File: src/rtl/seg_alu.sv
// seg_alu: segmented (bit-serial by SEG bits) ALU with valid/ready handshakes.
// An accepted operation takes exactly NSEG = WIDTH/SEG cycles, one operand
// segment per cycle with a registered carry between segments. The result
// and its flags are loaded into the output registers only on entry to DONE.
//
// Ports:
//   clk, reset        clock; synchronous active-high reset
//   in_valid/in_ready input handshake (in_ready high only in IDLE)
//   A, B, op          operands and opcode (000 AND, 001 OR, 010 ADD,
//                     110 SUB, 111 SLT, 011 SLTU when enabled)
//   out_valid/out_ready output handshake
//   out, overflow, zero, illegal_op  result and flags, held through DONE
//
// Build option: define SEG_ALU_SLTU_EN to make op 011 a legal unsigned
// set-less-than; otherwise op 011 is handled as an illegal opcode.

module seg_alu #(
   parameter int unsigned WIDTH = 32,
   parameter int unsigned SEG   = 8
) (
   input  logic             clk,
   input  logic             reset,
   input  logic             in_valid,
   output logic             in_ready,
   input  logic [WIDTH-1:0] A,
   input  logic [WIDTH-1:0] B,
   input  logic [2:0]       op,
   output logic             out_valid,
   input  logic             out_ready,
   output logic [WIDTH-1:0] out,
   output logic             overflow,
   output logic             zero,
   output logic             illegal_op
);

   localparam int unsigned NSEG  = WIDTH / SEG;
   localparam int unsigned IDX_W = (NSEG > 1) ? $clog2(NSEG) : 1;

   localparam logic [2:0] OP_AND  = 3'b000;
   localparam logic [2:0] OP_OR   = 3'b001;
   localparam logic [2:0] OP_ADD  = 3'b010;
   localparam logic [2:0] OP_SUB  = 3'b110;
   localparam logic [2:0] OP_SLT  = 3'b111;
`ifdef SEG_ALU_SLTU_EN
   localparam logic [2:0] OP_SLTU = 3'b011;
`endif

   typedef enum logic [1:0] {IDLE, BUSY, DONE} state_t;

   state_t state, state_next;

   // Captured operation; a_q/b_q shift right one segment per BUSY cycle.
   logic [WIDTH-1:0] a_q, b_q, acc;
   logic [2:0]       op_q;
   logic             illegal_q;
   logic [IDX_W-1:0] idx;
   logic             carry;

   logic             op_legal, op_sub, last_seg;
   logic [SEG-1:0]   seg_a, seg_b, seg_res;
   logic [SEG:0]     seg_sum;
   logic             seg_ovf;
   logic [WIDTH-1:0] res_full, fin_out;
   logic             fin_ovf;

   // Opcode decode of the incoming op: legality and subtract-type (B inverted, carry-in 1).
   always_comb begin
      op_legal = 1'b0;
      op_sub   = 1'b0;
      case (op)
         OP_AND, OP_OR, OP_ADD: op_legal = 1'b1;
         OP_SUB, OP_SLT: begin
            op_legal = 1'b1;
            op_sub   = 1'b1;
         end
`ifdef SEG_ALU_SLTU_EN
         OP_SLTU: begin
            op_legal = 1'b1;
            op_sub   = 1'b1;
         end
`endif
         default: ;
      endcase
   end

   // Next-state logic.
   always_comb begin
      state_next = state;
      case (state)
         IDLE:    if (in_valid)  state_next = BUSY;
         BUSY:    if (last_seg)  state_next = DONE;
         DONE:    if (out_ready) state_next = IDLE;
         default: state_next = IDLE;
      endcase
   end

   // One segment of the datapath, plus final result/flag formation.
   always_comb begin
      last_seg = (idx == IDX_W'(NSEG - 1));
      seg_a    = a_q[SEG-1:0];
      seg_b    = b_q[SEG-1:0];
      seg_sum  = {1'b0, seg_a} + {1'b0, seg_b} + {{SEG{1'b0}}, carry};
      // Carry into the segment MSB xor carry out of it; meaningful on the last segment.
      seg_ovf  = (seg_a[SEG-1] ^ seg_b[SEG-1] ^ seg_sum[SEG-1]) ^ seg_sum[SEG];
      case (op_q)
         OP_AND:  seg_res = seg_a & seg_b;
         OP_OR:   seg_res = seg_a | seg_b;
         default: seg_res = seg_sum[SEG-1:0];
      endcase
      // Full result once the current segment lands in the top slot.
      res_full = (acc >> SEG) | (WIDTH'(seg_res) << (WIDTH - SEG));

      fin_out = '0;
      fin_ovf = 1'b0;
      if (!illegal_q) begin
         case (op_q)
            OP_AND, OP_OR: fin_out = res_full;
            OP_ADD, OP_SUB: begin
               fin_out = res_full;
               fin_ovf = seg_ovf;
            end
            // Sign of A-B corrected by overflow gives the true signed compare.
            OP_SLT:  fin_out = WIDTH'(seg_sum[SEG-1] ^ seg_ovf);
`ifdef SEG_ALU_SLTU_EN
            // No carry out of A+~B+1 means A < B unsigned.
            OP_SLTU: fin_out = WIDTH'(~seg_sum[SEG]);
`endif
            default: ;
         endcase
      end
   end

   // State register.
   always_ff @(posedge clk) begin
      if (reset) state <= IDLE;
      else       state <= state_next;
   end

   // Datapath and output registers.
   always_ff @(posedge clk) begin
      if (reset) begin
         in_ready   <= 1'b1;
         out_valid  <= 1'b0;
         out        <= '0;
         overflow   <= 1'b0;
         zero       <= 1'b0;
         illegal_op <= 1'b0;
         a_q        <= '0;
         b_q        <= '0;
         acc        <= '0;
         op_q       <= '0;
         illegal_q  <= 1'b0;
         idx        <= '0;
         carry      <= 1'b0;
      end else begin
         in_ready  <= (state_next == IDLE);
         out_valid <= (state_next == DONE);
         case (state)
            IDLE: begin
               if (in_valid) begin
                  a_q       <= A;
                  b_q       <= op_sub ? ~B : B;
                  op_q      <= op;
                  illegal_q <= !op_legal;
                  idx       <= '0;
                  carry     <= op_sub;
               end
            end
            BUSY: begin
               a_q   <= a_q >> SEG;
               b_q   <= b_q >> SEG;
               acc   <= res_full;
               carry <= seg_sum[SEG];
               idx   <= idx + IDX_W'(1);
               if (last_seg) begin
                  out        <= fin_out;
                  overflow   <= fin_ovf;
                  zero       <= (fin_out == '0);
                  illegal_op <= illegal_q;
               end
            end
            default: ;
         endcase
      end
   end

endmodule

File: config.mk
export PLATFORM = sky130hd
export DESIGN_NAME = seg_alu
export DESIGN_NICKNAME = d
export VERILOG_FILES = /design/src/rtl/seg_alu.sv
export SDC_FILE = /design/constraint.sdc
export NUM_CORES = 1
export LEC_CHECK = 0
export ABC_AREA = 1
export BUFFER_PORTS_ARGS = -buffer_cell sky130_fd_sc_hd__buf_2
export CORE_MARGIN = 4
export CORE_UTILIZATION = 45
export DETAILED_ROUTE_END_ITERATION = 16
export GPL_TIMING_DRIVEN = 0
export PLACE_DENSITY_LB_ADDON = 0.12
export SLEW_MARGIN = 20
export SYNTH_ARGS = -nofsm -noshare
export SYNTH_HDL_FRONTEND = slang
export SYNTH_SLANG_ARGS = --single-unit
File: constraint.sdc
create_clock -name clk -period 2.4 [get_ports clk]
set_input_delay 0.48 -clock clk [delete_from_list [all_inputs] [get_ports clk]]
set_output_delay 0.48 -clock clk [all_outputs]
set_load 0.02 [all_outputs]
; Word-level counts from Yosys, hierarchy flattened
; Cells that the tools add are included.
[op_classes]
addsub = 3
eq_ne = 13
mux = 20
bitwise_logic = 8
n_reduce_logical = 14
[ops]
columns = operator, count
row1 = one-hot mux 32 bit (2 select lines), 3
row2 = two-way mux 32 bit, 4
row3 = zero test 32 bit, 1
row4 = inverter 32 bit, 1
row5 = bitwise OR 24 x 32 -> 32 bit, 1
row6 = one-hot mux 8 bit (2 select lines), 1
row7 = "== test 3 bit, second input constant", 4
row8 = adder 8 x 8 -> 9 bit, 1
row9 = adder 9 x 1 -> 9 bit, 1
row10 = AND 8 bit, 1
row11 = two-way mux 2 bit, 4
row12 = bitwise OR 8 bit, 1
row13 = "== test 2 bit, second input constant", 3
row14 = "== test 3 x 1 -> 1 bit, second input constant", 2
row15 = "== test 3 x 2 -> 1 bit, second input constant", 2
row16 = zero test 3 bit, 2
row17 = one-hot mux 2 bit (3 select lines), 1
row18 = AND reduction 2 bit, 3
row19 = two-way mux 1 bit, 5
row20 = OR reduction 5 bit, 1
row21 = zero test 2 bit, 2
row22 = one-hot mux 2 bit (2 select lines), 1
row23 = OR reduction 2 bit, 2
row24 = OR reduction 4 bit, 1
row25 = 7 further kinds, 10
[word_totals]
ff_bits = 142
inputBits = 71
out_inout_bits = 37
elab_cells = 72

; Depth between registers and ports, before layout
[depth]
depth_word = 8
mapped_depth = 15
depth_no_buf = 15

; Worst setup path before layout
; No wires, ideal clock.
[synth_path]
path_type = flip-flop to flip-flop
from = reg a_q[0]
to = reg out[0]
setup_time_ps = 116
t_arrival_ps = 1877
slack_ps = 406
stages_incl_launch_ff = 16
period_less_slack_ps = 1994
cell_sequence = dfxtp_1 fa_1 inv_1 fa_1 inv_1 nand3_1 nand2_1 nand2_1 nand2_1 nand3_1 nand2_1 nand2_1 a21oi_1 nand2_1 o211ai_1 inv_1
[synth_between]
elab_chain_len = 7
[synth_lines]
columns = item, line
row1 = start: declaration, 53  ; logic [WIDTH-1:0] a_q, b_q, acc;
row2 = start signal: assignment, 170  ; a_q <= a_q >> SEG;
row3 = adder 8 x 8 -> 9 bit *, 102  ; seg_sum = {1'b0, seg_a} + {1'b0, seg_b} + {{SEG{1'b0}}, carry};
row4 = adder 9 x 1 -> 9 bit *, 102
row5 = bitwise XOR 1 bit (2 in series), 104  ; seg_ovf = (seg_a[SEG-1] ^ seg_b[SEG-1] ^ seg_sum[SEG-1]) ^ seg_sum[SEG];
row6 = bitwise XOR 1 bit *, 123  ; OP_SLT: fin_out = WIDTH'(seg_sum[SEG-1] ^ seg_ovf);
row7 = one-hot mux 32 bit (2 select lines) *, 116  ; case (op_q)
row8 = two-way mux 32 bit *, 115  ; if (!illegal_q) begin
row9 = end signal: assignment, 176  ; out <= fin_out;
row10 = end: declaration, 30  ; output logic [WIDTH-1:0] out,
; Every way passes the cells marked *; elsewhere a longest branch is shown, timed or not.
; A chain may end at the register's enable or synchronous reset.

; Worst setup path in the final report
[layout_path]
from = reg a_q[0]
to = reg zero
[layout_between]
elab_chain_len = 8
elab_cells_between_ends = 12
classes_between = 2 x add/sub / 3 x mux / 6 x bitwise / 1 x reduce/logical
[layout_lines]
columns = item, line
row1 = adder 8 x 8 -> 9 bit, 102
row2 = adder 9 x 1 -> 9 bit, 102
row3 = bitwise XOR 1 bit (2 in series), 104
row4 = bitwise XOR 1 bit, 123
row5 = one-hot mux 32 bit (2 select lines) *, 116
row6 = two-way mux 32 bit *, 115
row7 = zero test 32 bit *, 178  ; zero <= (fin_out == '0);
row8 = end signal: assignment, 178
row9 = end: declaration, 32  ; output logic zero,
; Marked as above.

==> out/results.ini <==
[finish]
syn2layout_area_growth_pct = 22.1
multi_input_area_um2 = 2940
fill_cells = 1321
fin_nets = 1055
finish.utilization = 0.565
diodes = 0
drive_gt1_frac = 0.191
seq_area_um2 = 2690
fin_cells = 1150

[detailed_routing]
detail_route.iter0.violations = 372
drtAntennaViolNets = 0
vias_per_cell = 5.17
vias = 5940
wl_per_cell_um = 15.3
wirelength_um = 17600
dr.pass1.iters = 5
drc = 0

[sta]
maxClockFrequency_mhz = 450
timing.final.crit_share = 0.927
worstMarginPinSlew_ns = 0.673
hold_viol = 0
period_needed_ns = 2.22
setup_viol = 0
maxSlewHeadroom = 0.551
rsz0062_at_grt = no
drv_slew = 0
skew_ns = 0.00950

[synthesis]
synthCells = 839
ys_seq_area_frac = 0.436
synth_top_area_frac = 0.436
async_flop_share = 0
synthTopCellsByCount = nand2_1 (175), dfxtp_1 (134), a21oi_1 (100)
syn_nets = 929
synth_ff_type = dfxtp_1
synth-edff-count = 0
netlist_area_um2 = 6150
ys_seq_elements = 134
synthTopCellsByArea = dfxtp_1 (44%), nand2_1 (11%), a21oi_1 (8.1%)
synth_top_cell_by_area = dfxtp_1
synth.most_common_cell = nand2_1
ys_types = 33
synth.avg_cell_area_um2 = 7.33
yosys_warnings = 0

[global_route]
antenna_found_initial = 0
grt_usage = 0.224
gr-max-usage-layer = met2
grt_pass1_vias = 5750
met1_usage = 0.279
grt_max_degree = 17
grt_pass1_wl_um = 28500
use_met3 = 0.0489
grtUsageMet2 = 0.390
gr-total-overflow = 0

[power]
p_per_area_nw_per_um2 = 778
fin_total_pwr_uw = 5840
p_seq_frac = 0.417
p_sw_frac = 0.264
power_frac_clock = 0.435
combinationalPowerShare = 0.148
p_leak_uw = 0.00330
switchingPower_uw = 1540
peakVddDrop_mv = 0.466
p_int_uw = 4300

[floorplanning]
ios = 108
die_x_um = 125
core_area_um2 = 13300
dieArea_um2 = 15600
die_height_um = 125
fp-row-count = 42
start_util = 0.463

[setup_path]
cp_slowest_stage_delay_ns = 0.39
startpoint_type = flip-flop
cp.required_ns = 2.74
critPathKind = flip-flop to flip-flop
critPathSlowestCell = fa_2
arrival_ns = 2.57
cp-end-kind = flip-flop
crit_chain = fa_2 -> inv_1 -> fa_2 -> inv_1 -> nand3_1 -> nand2_1 -> nand2_1 -> nand3_1 -> nand3_2 -> nand2_1 -> inv_1 -> nand3_1 -> nor2_1 -> nand4_1 -> a21oi_1
crit_fanout = 4

[min_path]
min_path_type = input port to flip-flop

[clock_network]
clk_latency_ns = 0.42
clockBufferDepth = 2
cts_tree = done
cts_root_buffer = clkbuf_16
numCtsBuffers = 17
htreeDepth = 4
clock_sinks = 134
path_clk_slew_ns = 0.06

[placed_design]
post-dp-hpwl_um = 13200
gp_congestion = 0.862
numPortBuffers = 106
dp.cells = 1121

[job]
drv_cap = 0

[outcome]
status = finished clean

## layer usage
metal / up-vias / share of wire
met4: 0 / 0.016
met3: 22 / 0.054
li1: 3049 / -
met5: - / 0
met1: 2709 / 0.44
met2: 160 / 0.48
## per-stage QoR
stage	TNS, ns	worst slack [ns]	hold WS [ns]	instance area, um^2
2_1_floorplan	0	0.406	0.430	6150
3_3_place_gp	-0.0157	-0.0157	0.443	6900
3_5_place_dp	-0.0364	-0.0364	0.454	6900
4_1_cts	0	0.0460	0.299	7470
5_1_grt	0	0.0216	0.304	7510
6_report	0	0.176	0.304	7510
## registers in the layout, indices dropped and copies added (netlist names), 2 cells and up
| name | count |
|---|---|
| state | 2 |
| idx | 2 |
| op_q | 3 |
| a_q | 32 |
| b_q | 32 |
| out | 32 |
| acc | 24 |
## worst max-delay path, delay by kind of cell (launching register included)
| kind | cells | cell delay, ns |
|---|---|---|
| and+or+nand+nor | 9 | 0.82 |
| AOI/OAI and AO/OA | 1 | 0.17 |
| DFF | 1 | 0.37 |
| adders and majority gates | 2 | 0.58 |
| buffers and inverters | 3 | 0.21 |
## cell type report
class                           instances  share of cell area
Timing Repair Buffer                  107              0.0717
Inverter                               81              0.0405
Clock inverter                          4             0.00933
Buffer                                 54              0.0327
Sequential cell                       134               0.358
Tap cell                              176              0.0293
Clock buffer                           24              0.0668
Multi-Input combinational cell        570               0.391
## placed cells by master, fill, tap and decap left out, types with 2 or more instances in the layout
cell and count:
o211ai_1 4, clkbuf_1 33, a21oi_1 99, bufinv_16 2
nand3b_1 2, o21ai_1 5, buf_1 2, dfxtp_1 131
clkbuf_8 5, inv_2 8, buf_2 122, a31oi_1 19
nand4_1 7, clkinv_2 2, o21ai_0 67, fa_2 2
a211oi_1 22, nand2_1 174, nand3_1 33, nand3_2 11
nand2_4 2, buf_4 5, nor2_1 74, clkbuf_16 17
inv_1 73, o22ai_1 13, dfxtp_2 2, a22oi_1 8
ha_1 17
## worst paths after layout
kind	start	endpoint	slack, ns	depth (start not counted)
worst min register to register	a_q[24]	a_q[24]	0.46	2
worst min-delay path	A[30]	a_q[30]	0.30	3
worst max register to register	a_q[0]	zero	0.18	15
worst max-delay path	a_q[0]	zero	0.18	15
## cells by family (layout without fill, tap and decap cells)
group	after synthesis	count (layout)	synth area share
flip-flops	134	134	0.436
AND/OR/NAND/NOR	310	310	0.216
buffers and inverters	135	270	0.0893
AO/OA/AOI/OAI	240	240	0.216
XOR/XNOR	1	1	0.00142
adder cells (fa/ha/maj)	19	19	0.0411
## repair_timing
action                                 4_1_cts  5_1_grt
pin swaps                                    0        4
endpoints found under the hold margin        0        0
gates resized for setup                      1       10
setup buffers                                0        1
setup endpoints to repair                    1        3
hold buffers                                 0        0
## power by group through the flow
stage | combinational (uW) | sequential (uW) | clock (uW)
final | 864 | 2440 | 2540
after global routing | 976 | 2450 | 2650
after CTS | 855 | 2440 | 2550
after detailed placement | 849 | 2480 | 0
after global placement | 846 | 2480 | 0
after floorplan | 585 | 2460 | 0
Note: power is estimated with default switching activity, not from simulation.
